**config.mk**
```make
export PLATFORM = sky130hd
export DESIGN_NAME = sevenseg_scan_n
export DESIGN_NICKNAME = d
export VERILOG_FILES = /design/src/rtl/sevenseg_scan_n.sv
export SDC_FILE = /design/constraint.sdc
export NUM_CORES = 1
export LEC_CHECK = 0
export ABC_AREA = 0
export CORE_ASPECT_RATIO = 1.25
export CORE_MARGIN = 1.5
export CORE_UTILIZATION = 50
export CTS_BUF_LIST = sky130_fd_sc_hd__clkbuf_8
export DETAILED_ROUTE_END_ITERATION = 6
export GPL_TIMING_DRIVEN = 0
export PLACE_DENSITY_LB_ADDON = 0.12
export SLEW_MARGIN = 5
export SYNTH_ARGS = -nofsm -noshare
export SYNTH_HDL_FRONTEND = slang
export SYNTH_SLANG_ARGS = --single-unit
```
**constraint.sdc**
```tcl
create_clock -name clk -period 4.4 [get_ports clk]
set_input_delay 0.44 -clock clk [delete_from_list [all_inputs] [get_ports clk]]
set_output_delay 0.44 -clock clk [all_outputs]
set_load 0.01 [all_outputs]
```
**src/rtl/sevenseg_scan_n.sv**
```systemverilog
// Multiplexed N-digit common-anode 7-segment driver with per-frame input snapshots,
// blink masking and leading-zero blanking. Define SEVSEG_DIM_EN to add PWM brightness.
`timescale 1ns/1ps
module sevenseg_scan_n #(
    parameter int NUM_DIGITS  = 4,
    parameter int REFRESH_DIV = 100000,
    parameter int BLINK_DIV   = 50000000
) (
    input  logic                          clk,
    input  logic                          rst,
    input  logic                          en,
    input  logic [4*NUM_DIGITS-1:0]       digits,
    input  logic [NUM_DIGITS-1:0]         dp_in,
    input  logic [NUM_DIGITS-1:0]         blink_mask,
    input  logic                          lz_blank,
`ifdef SEVSEG_DIM_EN
    input  logic [3:0]                    brightness,
`endif
    output logic [NUM_DIGITS-1:0]         anodes,
    output logic [6:0]                    segs,
    output logic                          dp,
    output logic [$clog2(NUM_DIGITS)-1:0] scan_idx
);

    localparam int IDX_W   = $clog2(NUM_DIGITS);
    localparam int PRESC_W = $clog2(REFRESH_DIV);
    localparam int BLINK_W = $clog2(BLINK_DIV);

    logic [PRESC_W-1:0]      presc_q, presc_d;
    logic [BLINK_W-1:0]      blink_cnt_q, blink_cnt_d;
    logic                    blink_phase_q, blink_phase_d;
    logic [IDX_W-1:0]        idx_q, idx_d;
    logic                    live_q, live_d;
    logic [4*NUM_DIGITS-1:0] snap_digits_q, snap_digits_d;
    logic [NUM_DIGITS-1:0]   snap_dp_q, snap_dp_d;
    logic [NUM_DIGITS-1:0]   snap_mask_q, snap_mask_d;
    logic                    snap_lz_q, snap_lz_d;
    logic [NUM_DIGITS-1:0]   anodes_q, anodes_d;
    logic [6:0]              segs_q, segs_d;
    logic                    dp_q, dp_d;

    logic                    tick;
    logic                    frame_start;
    logic                    blink_wrap;
    logic                    dim_on;
    logic [3:0]              nib_arr [NUM_DIGITS];
    logic [NUM_DIGITS-1:0]   nib_zero;
    logic [NUM_DIGITS-1:0]   lz_zero;
    logic                    lz_run;
    logic [3:0]              nib_sel;
    logic                    blank;

    function automatic logic [6:0] hex_to_segs(input logic [3:0] v);
        logic [6:0] s;
        case (v)
            4'h0:    s = 7'h40;
            4'h1:    s = 7'h79;
            4'h2:    s = 7'h24;
            4'h3:    s = 7'h30;
            4'h4:    s = 7'h19;
            4'h5:    s = 7'h12;
            4'h6:    s = 7'h02;
            4'h7:    s = 7'h78;
            4'h8:    s = 7'h00;
            4'h9:    s = 7'h10;
            4'hA:    s = 7'h08;
            4'hB:    s = 7'h03;
            4'hC:    s = 7'h46;
            4'hD:    s = 7'h21;
            4'hE:    s = 7'h06;
            default: s = 7'h0E;
        endcase
        return s;
    endfunction

    // Refresh prescaler, scan index and blink timebase.
    always_comb begin
        tick        = (presc_q == PRESC_W'(REFRESH_DIV - 1));
        presc_d     = tick ? '0 : presc_q + 1'b1;
        frame_start = tick && (idx_q == IDX_W'(NUM_DIGITS - 1));
        idx_d       = idx_q;
        if (tick) begin
            idx_d = frame_start ? '0 : idx_q + 1'b1;
        end
        live_d        = live_q | tick;
        blink_wrap    = (blink_cnt_q == BLINK_W'(BLINK_DIV - 1));
        blink_cnt_d   = blink_wrap ? '0 : blink_cnt_q + 1'b1;
        blink_phase_d = blink_wrap ? ~blink_phase_q : blink_phase_q;
    end

    // Inputs are captured only at frame start so a whole frame shows one coherent value.
    always_comb begin
        snap_digits_d = snap_digits_q;
        snap_dp_d     = snap_dp_q;
        snap_mask_d   = snap_mask_q;
        snap_lz_d     = snap_lz_q;
        if (frame_start) begin
            snap_digits_d = digits;
            snap_dp_d     = dp_in;
            snap_mask_d   = blink_mask;
            snap_lz_d     = lz_blank;
        end
    end

    generate
        for (genvar gi = 0; gi < NUM_DIGITS; gi++) begin : g_nib
            assign nib_arr[gi]  = snap_digits_d[4*gi +: 4];
            assign nib_zero[gi] = (snap_digits_d[4*gi +: 4] == 4'h0);
        end
    endgenerate

    // lz_zero[k]: digit k and every digit above it are zero.
    always_comb begin
        lz_run  = 1'b1;
        lz_zero = '0;
        for (int k = NUM_DIGITS - 1; k >= 0; k--) begin
            lz_run     = lz_run & nib_zero[k];
            lz_zero[k] = lz_run;
        end
    end

`ifdef SEVSEG_DIM_EN
    logic [31:0] dim_thr;
    assign dim_thr = ((32'(brightness) + 32'd1) * 32'(REFRESH_DIV)) >> 4;
    assign dim_on  = (32'(presc_d) < dim_thr);
`else
    assign dim_on = 1'b1;
`endif

    // Outputs are computed from next-state values so they change on the same edge as the scan.
    always_comb begin
        nib_sel  = nib_arr[idx_d];
        blank    = ~live_d
                 | (~blink_phase_d & snap_mask_d[idx_d])
                 | (snap_lz_d & (idx_d != '0) & lz_zero[idx_d]);
        segs_d   = blank ? 7'h7F : hex_to_segs(nib_sel);
        dp_d     = blank ? 1'b1 : ~snap_dp_d[idx_d];
        anodes_d = '1;
        if (!blank && en && dim_on) begin
            anodes_d[idx_d] = 1'b0;
        end
    end

    always_ff @(posedge clk or posedge rst) begin
        if (rst) begin
            presc_q       <= '0;
            blink_cnt_q   <= '0;
            blink_phase_q <= 1'b1;
            idx_q         <= IDX_W'(NUM_DIGITS - 1);
            live_q        <= 1'b0;
            snap_digits_q <= '0;
            snap_dp_q     <= '0;
            snap_mask_q   <= '0;
            snap_lz_q     <= 1'b0;
            anodes_q      <= '1;
            segs_q        <= 7'h7F;
            dp_q          <= 1'b1;
        end else begin
            presc_q       <= presc_d;
            blink_cnt_q   <= blink_cnt_d;
            blink_phase_q <= blink_phase_d;
            idx_q         <= idx_d;
            live_q        <= live_d;
            snap_digits_q <= snap_digits_d;
            snap_dp_q     <= snap_dp_d;
            snap_mask_q   <= snap_mask_d;
            snap_lz_q     <= snap_lz_d;
            anodes_q      <= anodes_d;
            segs_q        <= segs_d;
            dp_q          <= dp_d;
        end
    end

    assign anodes   = anodes_q;
    assign segs     = segs_q;
    assign dp       = dp_q;
    assign scan_idx = idx_q;

endmodule

```
* Yosys cells after proc, flatten, opt, wreduce, memory -nomap -nowiden
Memories as Yosys holds them, arrays and structs flattened.
Cells that the tools add are included.
** Cells by class
- $add $sub $neg :: 3
- Order comparisons :: 3
- Equal/unequal tests :: 3
- Muxes and demuxes :: 23
- Bitwise operators :: 15
- Reduce and logical (&&, ||, !) cells :: 9
** Operator list (count)
- $add A26 B1 Y26 const B :: 1
- $eq A26 B26 Y1 const B :: 1
- $mux W26 :: 1
- $mux W4 :: 5
- $add A17 B1 Y17 const B :: 1
- $eq A17 B17 Y1 const B :: 1
- $mux W17 :: 1
- $logic_not A4 Y1 :: 4
- $mux W16 :: 1
- $bmux W4 S2 :: 1
- $mux W1 :: 7
- $mux W7 :: 1
- $and A1 B1 Y1 :: 6
- $bmux W1 S2 :: 3
- $mux W2 :: 2
- $not A1 Y1 :: 4
- $not A4 Y4 :: 1
- $ge A3 B3 Y1 const B :: 1
- $logic_and A1 B1 Y1 :: 3
- $lt A2 B3 Y1 const B :: 1
- $not A2 Y3 :: 1
- $or A1 B1 Y1 :: 3
- $add A2 B1 Y2 const B :: 1
- $demux W1 S2 :: 1
- other kinds (4) :: 4
** Storage, ports and cells
- Flip-flop bits (word level) :: 84
- Memory bits (read-only) :: 112
- Bits of input ports :: 28
- Output and inout bits :: 14
- Logic and storage cells :: 69
- Memories :: 1
** Memory list
- (name not given) :: depth 16, bits a word 7, rd ports 1, clocked after Yosys merged registers in 0, write ports 0, RTL line 55 : case (v)

* Depth between registers and ports, before layout
Gate-level depths: netlist of run 1.
- Depth in word-level cells :: 14
- Mapped depth :: 13
- Depth with buffers taken out :: 12

* Worst setup path after synthesis of run 1
Ideal clock, no wire load.
- Path type :: register to register
- Start :: register presc_q[0]
- End :: register segs_q[3], in the netlist segs[3]
- Library setup time :: 0.081 ns
- Arrival :: 2.905 ns
- Required time :: 4.319 ns
- Slack :: 1.414 ns
- Cell stages (with the launch flop) :: 13
- Buffers on the path :: 1
- Period minus slack after synthesis :: 2.986 ns
- Cells stage by stage :: dfrtp_1 -> ha_1 -> and4_1 -> buf_2 -> and4_1 -> nand2_2 -> mux2_2 -> mux2_2 -> mux2i_2 -> ha_1 -> nand2b_1 -> mux2_1 -> o211ai_1
** Between the ends
- Longest elaborated chain between the ends :: 12
- Elaborated cells on any way between the ends :: 32
- Those cells by class :: eq/ne (1); mux (13); bitwise (11); reduce/logical (6); memory (1)
** Ends and longest elaborated chain
- start: declaration :: RTL line 29 : logic [PRESC_W-1:0] presc_q, presc_d;
- start signal: assignment :: RTL line 159 : presc_q <= presc_d;
- $eq A17 B17 Y1 (*) :: RTL line 78 : tick = (presc_q == PRESC_W'(REFRESH_DIV - 1));
- $logic_and A1 B1 Y1 (*) :: RTL line 80 : frame_start = tick && (idx_q == IDX_W'(NUM_DIGITS - 1));
- $mux W16 (*) :: RTL line 97 : if (frame_start) begin
- net snap_digits_d[13] :: RTL line 34 : logic [4*NUM_DIGITS-1:0] snap_digits_q, snap_digits_d;
- $logic_not A4 Y1 :: RTL line 108 : assign nib_zero[gi] = (snap_digits_d[4*gi +: 4] == 4'h0);
- $and A1 B1 Y1 (3 in series) :: RTL line 117 : lz_run = lz_run & nib_zero[k];
- $bmux W1 S2 :: RTL line 135 : | (snap_lz_d & (idx_d != '0) & lz_zero[idx_d]);
- $mux W1 (not written as such) :: RTL line 135
- $and A1 B1 Y1 :: RTL line 135
- $or A1 B1 Y1 :: RTL line 135
- $mux W7 (*) :: RTL line 136 : segs_d = blank ? 7'h7F : hex_to_segs(nib_sel);
- net segs_d[3] :: RTL line 39 : logic [6:0] segs_q, segs_d;
- end signal: assignment :: RTL line 169 : segs_q <= segs_d;
- end: declaration :: RTL line 39
The timed path passes the listed nets; every way through them passes the cells marked *. The select of a mux whose other input is x is not followed.

* Final worst setup path of run 1
- Start :: register presc_q[0]
- End :: register segs_q[3], in the netlist segs[3]
** Between the ends
- Elaborated cells on any way between the ends :: 32
- Those cells by class :: eq/ne (1); mux (13); bitwise (11); reduce/logical (6); memory (1)
** RTL lines
- $eq A17 B17 Y1 (*) :: RTL line 78
- $logic_and A1 B1 Y1 :: RTL line 80
- $mux W2 :: RTL line 83 : idx_d = frame_start ? '0 : idx_q + 1'b1;
- $mux W2 (*) :: RTL line 82 : if (tick) begin
- net idx_d[0] :: RTL line 32 : logic [IDX_W-1:0] idx_q, idx_d;
- $not A2 Y3 (not written as such) or $bmux W1 S2 (tied branches) :: RTL line 132, 134
- $bmux W4 S2 or $mux W1 (tied branches) :: RTL line 132, 134
- $mux W4 (not written as such) or $and A1 B1 Y1 (tied branches) :: RTL line 132, 134
- $mux W4 (not written as such) or $or A1 B1 Y1 (tied branches) :: RTL line 132, 134
- $mem_v2 Z16 W7 or $or A1 B1 Y1 (tied branches)
- $mux W7 (*) :: RTL line 136
- net segs_d[3] :: RTL line 39
Marked as above.

==> reports/results.txt, run 1 <==
VDD IR-drop max: 0.163 mV
Final Wtd Congestion: 0.826
Tcrit/Tclk final: 0.762
HPWL after DPL: 6450 µm
Post-Syn Area: 0.00433 mm²
Vias in the first global route: 3229
Number of core rows: 37
ANT nets after route: 0
Maximum buffer depth of the clock tree: 2
Final wirelength: 8840 µm
Yosys reg bits: 84
Pre-antenna DRT Iters: 4
WL per Instance: 15.3 µm
Cell mode on critical path: ha_1
Root buffer cell: clkbuf_8
Setup tns final: 0 ns
Pin count of the biggest net entering global routing: 53
H-tree levels: 3
Top-count cell post-synth: nand2_1
IO Port Bufs: 41
Power Dens Cells: 282 mW/mm²
Worst-path fanout max: 8
Avg Cell Area, Syn: 10.3 µm²
RSZ-0062 raised after global routing: no
Max-cap violations: 0
Setup violators final: 0
Status: completed
Max Clk Rate: 298 MHz
First-pass GRT wire length: 15300 µm
Worst setup EP type: register
WP data arrival: 3.64 ns
CP Cell Sequence: ha_1 > and4_1 > buf_2 > nand4_4 > mux2i_4 > inv_2 > mux2_2 > mux2i_2 > ha_1 > nand2b_1 > mux2_1 > o211ai_1
CTS clock-pin slew for the worst setup and hold paths: 0.08 ns
Required time worst endpoint: 4.68 ns
Startpoint Class: register
WP depth: 12
Gr ovfl total: 0
Crit path max-delay family: multiplexers
Worst clock skew: 0.00556 ns
Iter 0 DRT Violations: 176
Initial antenna violation count: 0
Synth Warn #: 0
Ratio of cells with drive above 1 in the final layout: 0.138
Critical Path Slowest Stage Cell: mux2_2
Max Slew Vio Count: 0
PostCTS Resize Cnt: 0
Post-synth cell types: 54
Largest area contributor in the netlist: dfrtp_1
Clk_lat worst skew: 0.36 ns
Die area: 0.00923 mm²
Worst path max stage delay: 0.39 ns
Worst Setup Path Type: register to register
Fin Hold WS: 0.435 ns
Area Growth Syn to Fin: 18.0%
Postcts setup bufs: 0
Via count: 3201
Starting Density: 0.520
Cts hold-fix bufs: 0
Die Span Y: 107 µm
Post-layout min period: 3.35 ns
DRC: 0
Synthesized Nets: 459
CORE AREA: 0.00833 mm²
GRT Util Overall: 0.213
Async S/R FF share, synth: 1.00
Final Core Density: 0.613
Fillers: 727
Die width: 86.2 µm
Worst-Margin Slew: 0.698 ns
EDFF count, synth: 0
Main area contributors after synthesis: dfrtp_1, dfstp_2, nand2_1
Sequential-to-total area share from yosys stat: 0.490
Worst rel slew slack: 0.533
Top cells by count, synth: nand2_1, dfrtp_1, nor2_1
Hold crit path type: input port to asynchronous set/reset pin
Via density: 5.55
Worst R2R Path Depth: 12
Leakage power: 2.17 nW
Fin nets: 512
I/O Pins: 42
Number of buffers and inverters on the critical path: 2
CTS buffer count: 9
Total clock sinks: 84
Diode count: 0
CTS tree: built
Post-synth top area share: 0.399
Synthesized instance count: 422
Endpoints failing hold: 0
Ys flop type: dfrtp_1
## worst paths after layout
| check | slack [ns] | start | to |
|---|---|---|---|
| setup / recovery | 1.05 | presc_q[0] | segs[3] |
| hold / removal | 0.43 | rst | blink_cnt_q[6] |
| setup reg to reg | 1.05 | presc_q[0] | segs[3] |
| hold reg to reg | 0.47 | snap_lz_q | snap_lz_q |
| max in group asynchronous | 3.32 | rst | segs[0] |
| min in group clk | 0.47 | snap_lz_q | snap_lz_q |
## routing by layer
layer | share of wire | wire [µm] | track usage
met5 | 0 | 0 | 0
met3 | 0.028 | 244 | 0.0262
met2 | 0.50 | 4400 | 0.341
met4 | 0.037 | 330 | 0.129
met1 | 0.44 | 3870 | 0.275
## area by class of cell
type / instances / area [µm²] / share of cell area
clock inverter: 6 / 80.1 / 0.0157
tap: 97 / 121 / 0.0238
clock buffer: 10 / 138 / 0.0269
inverter: 12 / 50.0 / 0.00979
timing repair buffer: 42 / 438 / 0.0857
sequential: 84 / 2120 / 0.415
buffer: 15 / 81.3 / 0.0159
multi-input combinational: 311 / 2080 / 0.407
## through the flow
stage | instances | setup slack, ns | cell area [µm²] | total power [mW]
floorplan | 422 | 1.41 | 4330 | 0.814
global placement | 560 | 0.498 | 4860 | 0.848
detailed placement | 561 | 1.06 | 4890 | 0.853
CTS | 577 | 1.04 | 5110 | 1.46
global route | 577 | 0.881 | 5110 | 1.49
finish | 577 | 1.05 | 5110 | 1.44
## cell families (layout without fill, tap and decap cells)
kind of cell             Yosys count  count (layout)  share of synthesized area
multiplexers                      39              39                      0.102
AO/OA/AOI/OAI                     41              41                     0.0592
flip-flops                        84              84                      0.490
XOR/XNOR                          36              36                     0.0728
AND/OR/NAND/NOR                  186             186                      0.220
buffers and inverters             27              85                     0.0298
adder cells (fa/ha/maj)            9               9                     0.0260
## flip-flops by register name, indices dropped and copies added (netlist names)
name	flops
presc_q	17
live_q	1
snap_mask_q	4
snap_dp_q	4
dp	1
segs	7
snap_digits_q	16
snap_lz_q	1
blink_phase_q	1
scan_idx	2
blink_cnt_q	26
anodes	4
## power breakdown
part / total [mW] / switching, mW / internal, mW / leakage, nW
registers: 0.777 / 0.00138 / 0.776 / 0.985
clock network: 0.605 / 0.275 / 0.330 / 0.115
logic: 0.0594 / 0.0285 / 0.0309 / 1.07
## layout by cell type, fill, tap and decap left out, types with 3 or more instances in the layout
cell             Yosys  layout
dfrtp_1             69      69
clkdlybuf4s50_1      0      41
nand3_1             17      17
nor2b_1              3       3
clkbuf_8             0      10
nor2_1              34      34
inv_1                9      10
buf_2                5       5
xnor2_1             18      18
and4_1               5       5
o21ai_0             12      12
nand2_1             73      73
and2_1               3       3
a21oi_1              7       7
nand2b_1             5       5
clkbuf_1             7       7
and3_1               6       6
o211ai_1             4       4
xor2_1              18      18
mux2_2              14      14
o21ai_1              5       5
ha_1                 9       9
nor4_1               7       7
mux2i_1             20      20
nor3_1               4       4
nand4_1             14      14
dfstp_2             15      15
No activity file was read; power rests on OpenSTA's default activity.
==> run 2, diff against run 1 <==
==> constraint.sdc (replaced) <==
create_clock -name clk -period 3.1 [get_ports clk]
set_input_delay 0.31 -clock clk [delete_from_list [all_inputs] [get_ports clk]]
set_output_delay 0.31 -clock clk [all_outputs]
set_load 0.01 [all_outputs]
==> run 2 against run 1 <==
Compared with the run above:
- count of clock-buffer cells in the layout did not move
- clock skew about the same
- routed wire length grew 4.0%
- critical path depth up 1
- combinational power grew 51%
- die area did not move
- non-clock buffer count up 17
- hold slack worse by 0.13 ns
- via count grew 3.7%
- sequential share of layout area fell by 1.5 points
- core utilization up 2.3 points
- flip-flop and latch count unchanged
==> reports/results.txt, run 2 (synthesized netlist as in run 1, its figures left out) <==
Status: completed
Cell mode on critical path: ha_2
Flop pwr share: 0.538
Clk_lat worst skew: 0.36 ns
Internal: 1.62 mW
Commonest non-fill, non-tap cells in the layout: nand2_1, dfrtp_1, clkdlybuf4s50_1, nor2_1
Crit path launch: presc_q[0]
VDD IR-drop max: 0.228 mV
CP Cell Sequence: ha_2 > and4_1 > buf_4 > and4_4 > nand2_4 > mux2_2 > mux2_4 > mux2i_4 > inv_2 > ha_2 > and2b_1 > mux2i_1 > o2111ai_2
H-tree levels: 3
Largest Register: blink_cnt_q
Gr ovfl total: 0
Ratio of cells with drive above 1 in the final layout: 0.187
Worst path max stage delay: 0.40 ns
Worst setup EP type: register
IO Port Bufs: 41
Crit path max-delay family: multiplexers
Final wirelength: 9200 µm
Post-layout min period: 3.02 ns
Via density: 5.59
Clk pwr share: 0.418
Sw Share: 0.211
Top flop regs: blink_cnt_q x26, presc_q x17, snap_digits_q x16
Endpoints failing hold: 0
RR Startpoint: presc_q[0]
PnR worst setup slack: 0.0786 ns
CTS clock-pin slew for the worst setup and hold paths: 0.08 ns
Via count: 3318
Die Span Y: 107 µm
CTS buffer count: 9
CORE AREA: 0.00833 mm²
Max-cap violations: 0
Worst Setup Path Type: register to register
Commonest non-fill, non-tap cell in the layout: nand2_1
Cts hold-fix bufs: 0
Number of core rows: 37
Startpoint Class: register
Number of buffers and inverters on the critical path: 2
Comb power frac: 0.044
Root buffer cell: clkbuf_8
Tcrit/Tclk final: 0.975
Final Wtd Congestion: 0.826
Worst-path fanout max: 7
Die width: 86.2 µm
Reported net switching power: 0.432 mW
Iter 0 DRT Violations: 176
WP data arrival: 3.29 ns
Total clock sinks: 84
Vias in the first global route: 3296
DRC: 0
Fin nets: 529
Max Slew Vio Count: 0
Max Clk Rate: 331 MHz
Hold crit path type: input port to asynchronous set/reset pin
Initial antenna violation count: 0
Starting Density: 0.520
Setup violators final: 0
Power Dens Cells: 387 mW/mm²
Maximum buffer depth of the clock tree: 2
Die area: 0.00923 mm²
HPWL after DPL: 6450 µm
Worst clock skew: 0.00579 ns
I/O Pins: 42
Place WS: -0.239 ns
Leakage power: 2.27 nW
Required time worst endpoint: 3.36 ns
Area Growth Syn to Fin: 22.4%
First-pass GRT wire length: 15800 µm
Diode count: 0
Pre-antenna DRT Iters: 4
Pin count of the biggest net entering global routing: 53
ANT nets after route: 0
Critical Path Slowest Stage Cell: dfrtp_1
Worst-Margin Slew: 0.722 ns
Worst rel slew slack: 0.517
WL per Instance: 15.5 µm
GRT Util Overall: 0.220
Largest register FFs: 26
CTS tree: built
Fin Hold WS: 0.306 ns
## run 2: repair_timing
action / in CTS / in global routing
buffers inserted: 9 / 8
pin swaps: 0 / 3
gates resized for setup: 6 / 13
endpoints found under the setup margin: 6 / 6
## run 2: power by group through the flow
stage / Combinational, mW / Sequential, mW / Clock (mW)
finish: 0.0899 / 1.10 / 0.856
global route: 0.101 / 1.10 / 0.916
CTS: 0.0888 / 1.10 / 0.877
detailed placement: 0.0866 / 1.12 / 0
global placement: 0.0797 / 1.12 / 0
floorplan: 0.0326 / 1.12 / 0
## run 2: stage by stage
step / power (mW) / util / instance area [µm²] / TNS (ns) / cells
detailed placement: 1.21 / 0.587 / 4890 / -1.06 / 561
finish: 2.05 / 0.636 / 5300 / 0 / 594
CTS: 2.07 / 0.624 / 5200 / 0 / 586
global route: 2.12 / 0.636 / 5300 / -0.107 / 594
floorplan: 1.16 / - / 4330 / 0 / 422
global placement: 1.20 / 0.583 / 4860 / -46.71 / 560
## run 2: worst paths after layout
check | depth (start not counted) | end | slack (ns)
max in group asynchronous | 3 | segs[1] | 2.15
max reg2reg | 13 | segs[0] | 0.08
min in group clk | 2 | snap_lz_q | 0.47
min reg2reg | 2 | snap_lz_q | 0.47
min | 2 | blink_cnt_q[6] | 0.31
max | 13 | segs[0] | 0.08
## run 2: cell type report
| cell class | instances | area (µm²) |
|---|---|---|
| Clock buffer | 10 | 138 |
| Buffer | 15 | 86.3 |
| Sequential cell | 84 | 2120 |
| Inverter | 12 | 52.6 |
| Clock inverter | 6 | 80.1 |
| Timing Repair Buffer | 59 | 566 |
| Fill cell | 714 | 3030 |
| Multi-Input combinational cell | 311 | 2140 |
| Tap cell | 97 | 121 |
## run 2: routing by layer
metal	share of wire	GRT usage	vias up	wire (µm)
li1	-	-	1600	-
met1	0.42	0.281	1630	3900
met2	0.52	0.362	67	4770
met3	0.027	0.0269	21	246
met4	0.031	0.121	0	284
met5	0	0	-	0
==> run 3, diff against run 2 <==
--- a/config.mk
+++ b/config.mk
@@ -6,6 +6,7 @@
 export NUM_CORES = 1
 export LEC_CHECK = 0
 export ABC_AREA = 0
+export ABC_CLOCK_PERIOD_IN_PS = 3100
 export CORE_ASPECT_RATIO = 1.25
 export CORE_MARGIN = 1.5
 export CORE_UTILIZATION = 50
==> results of run 3 <==
Same layout as run 2: the final DEF is identical, and so are final timing and power.
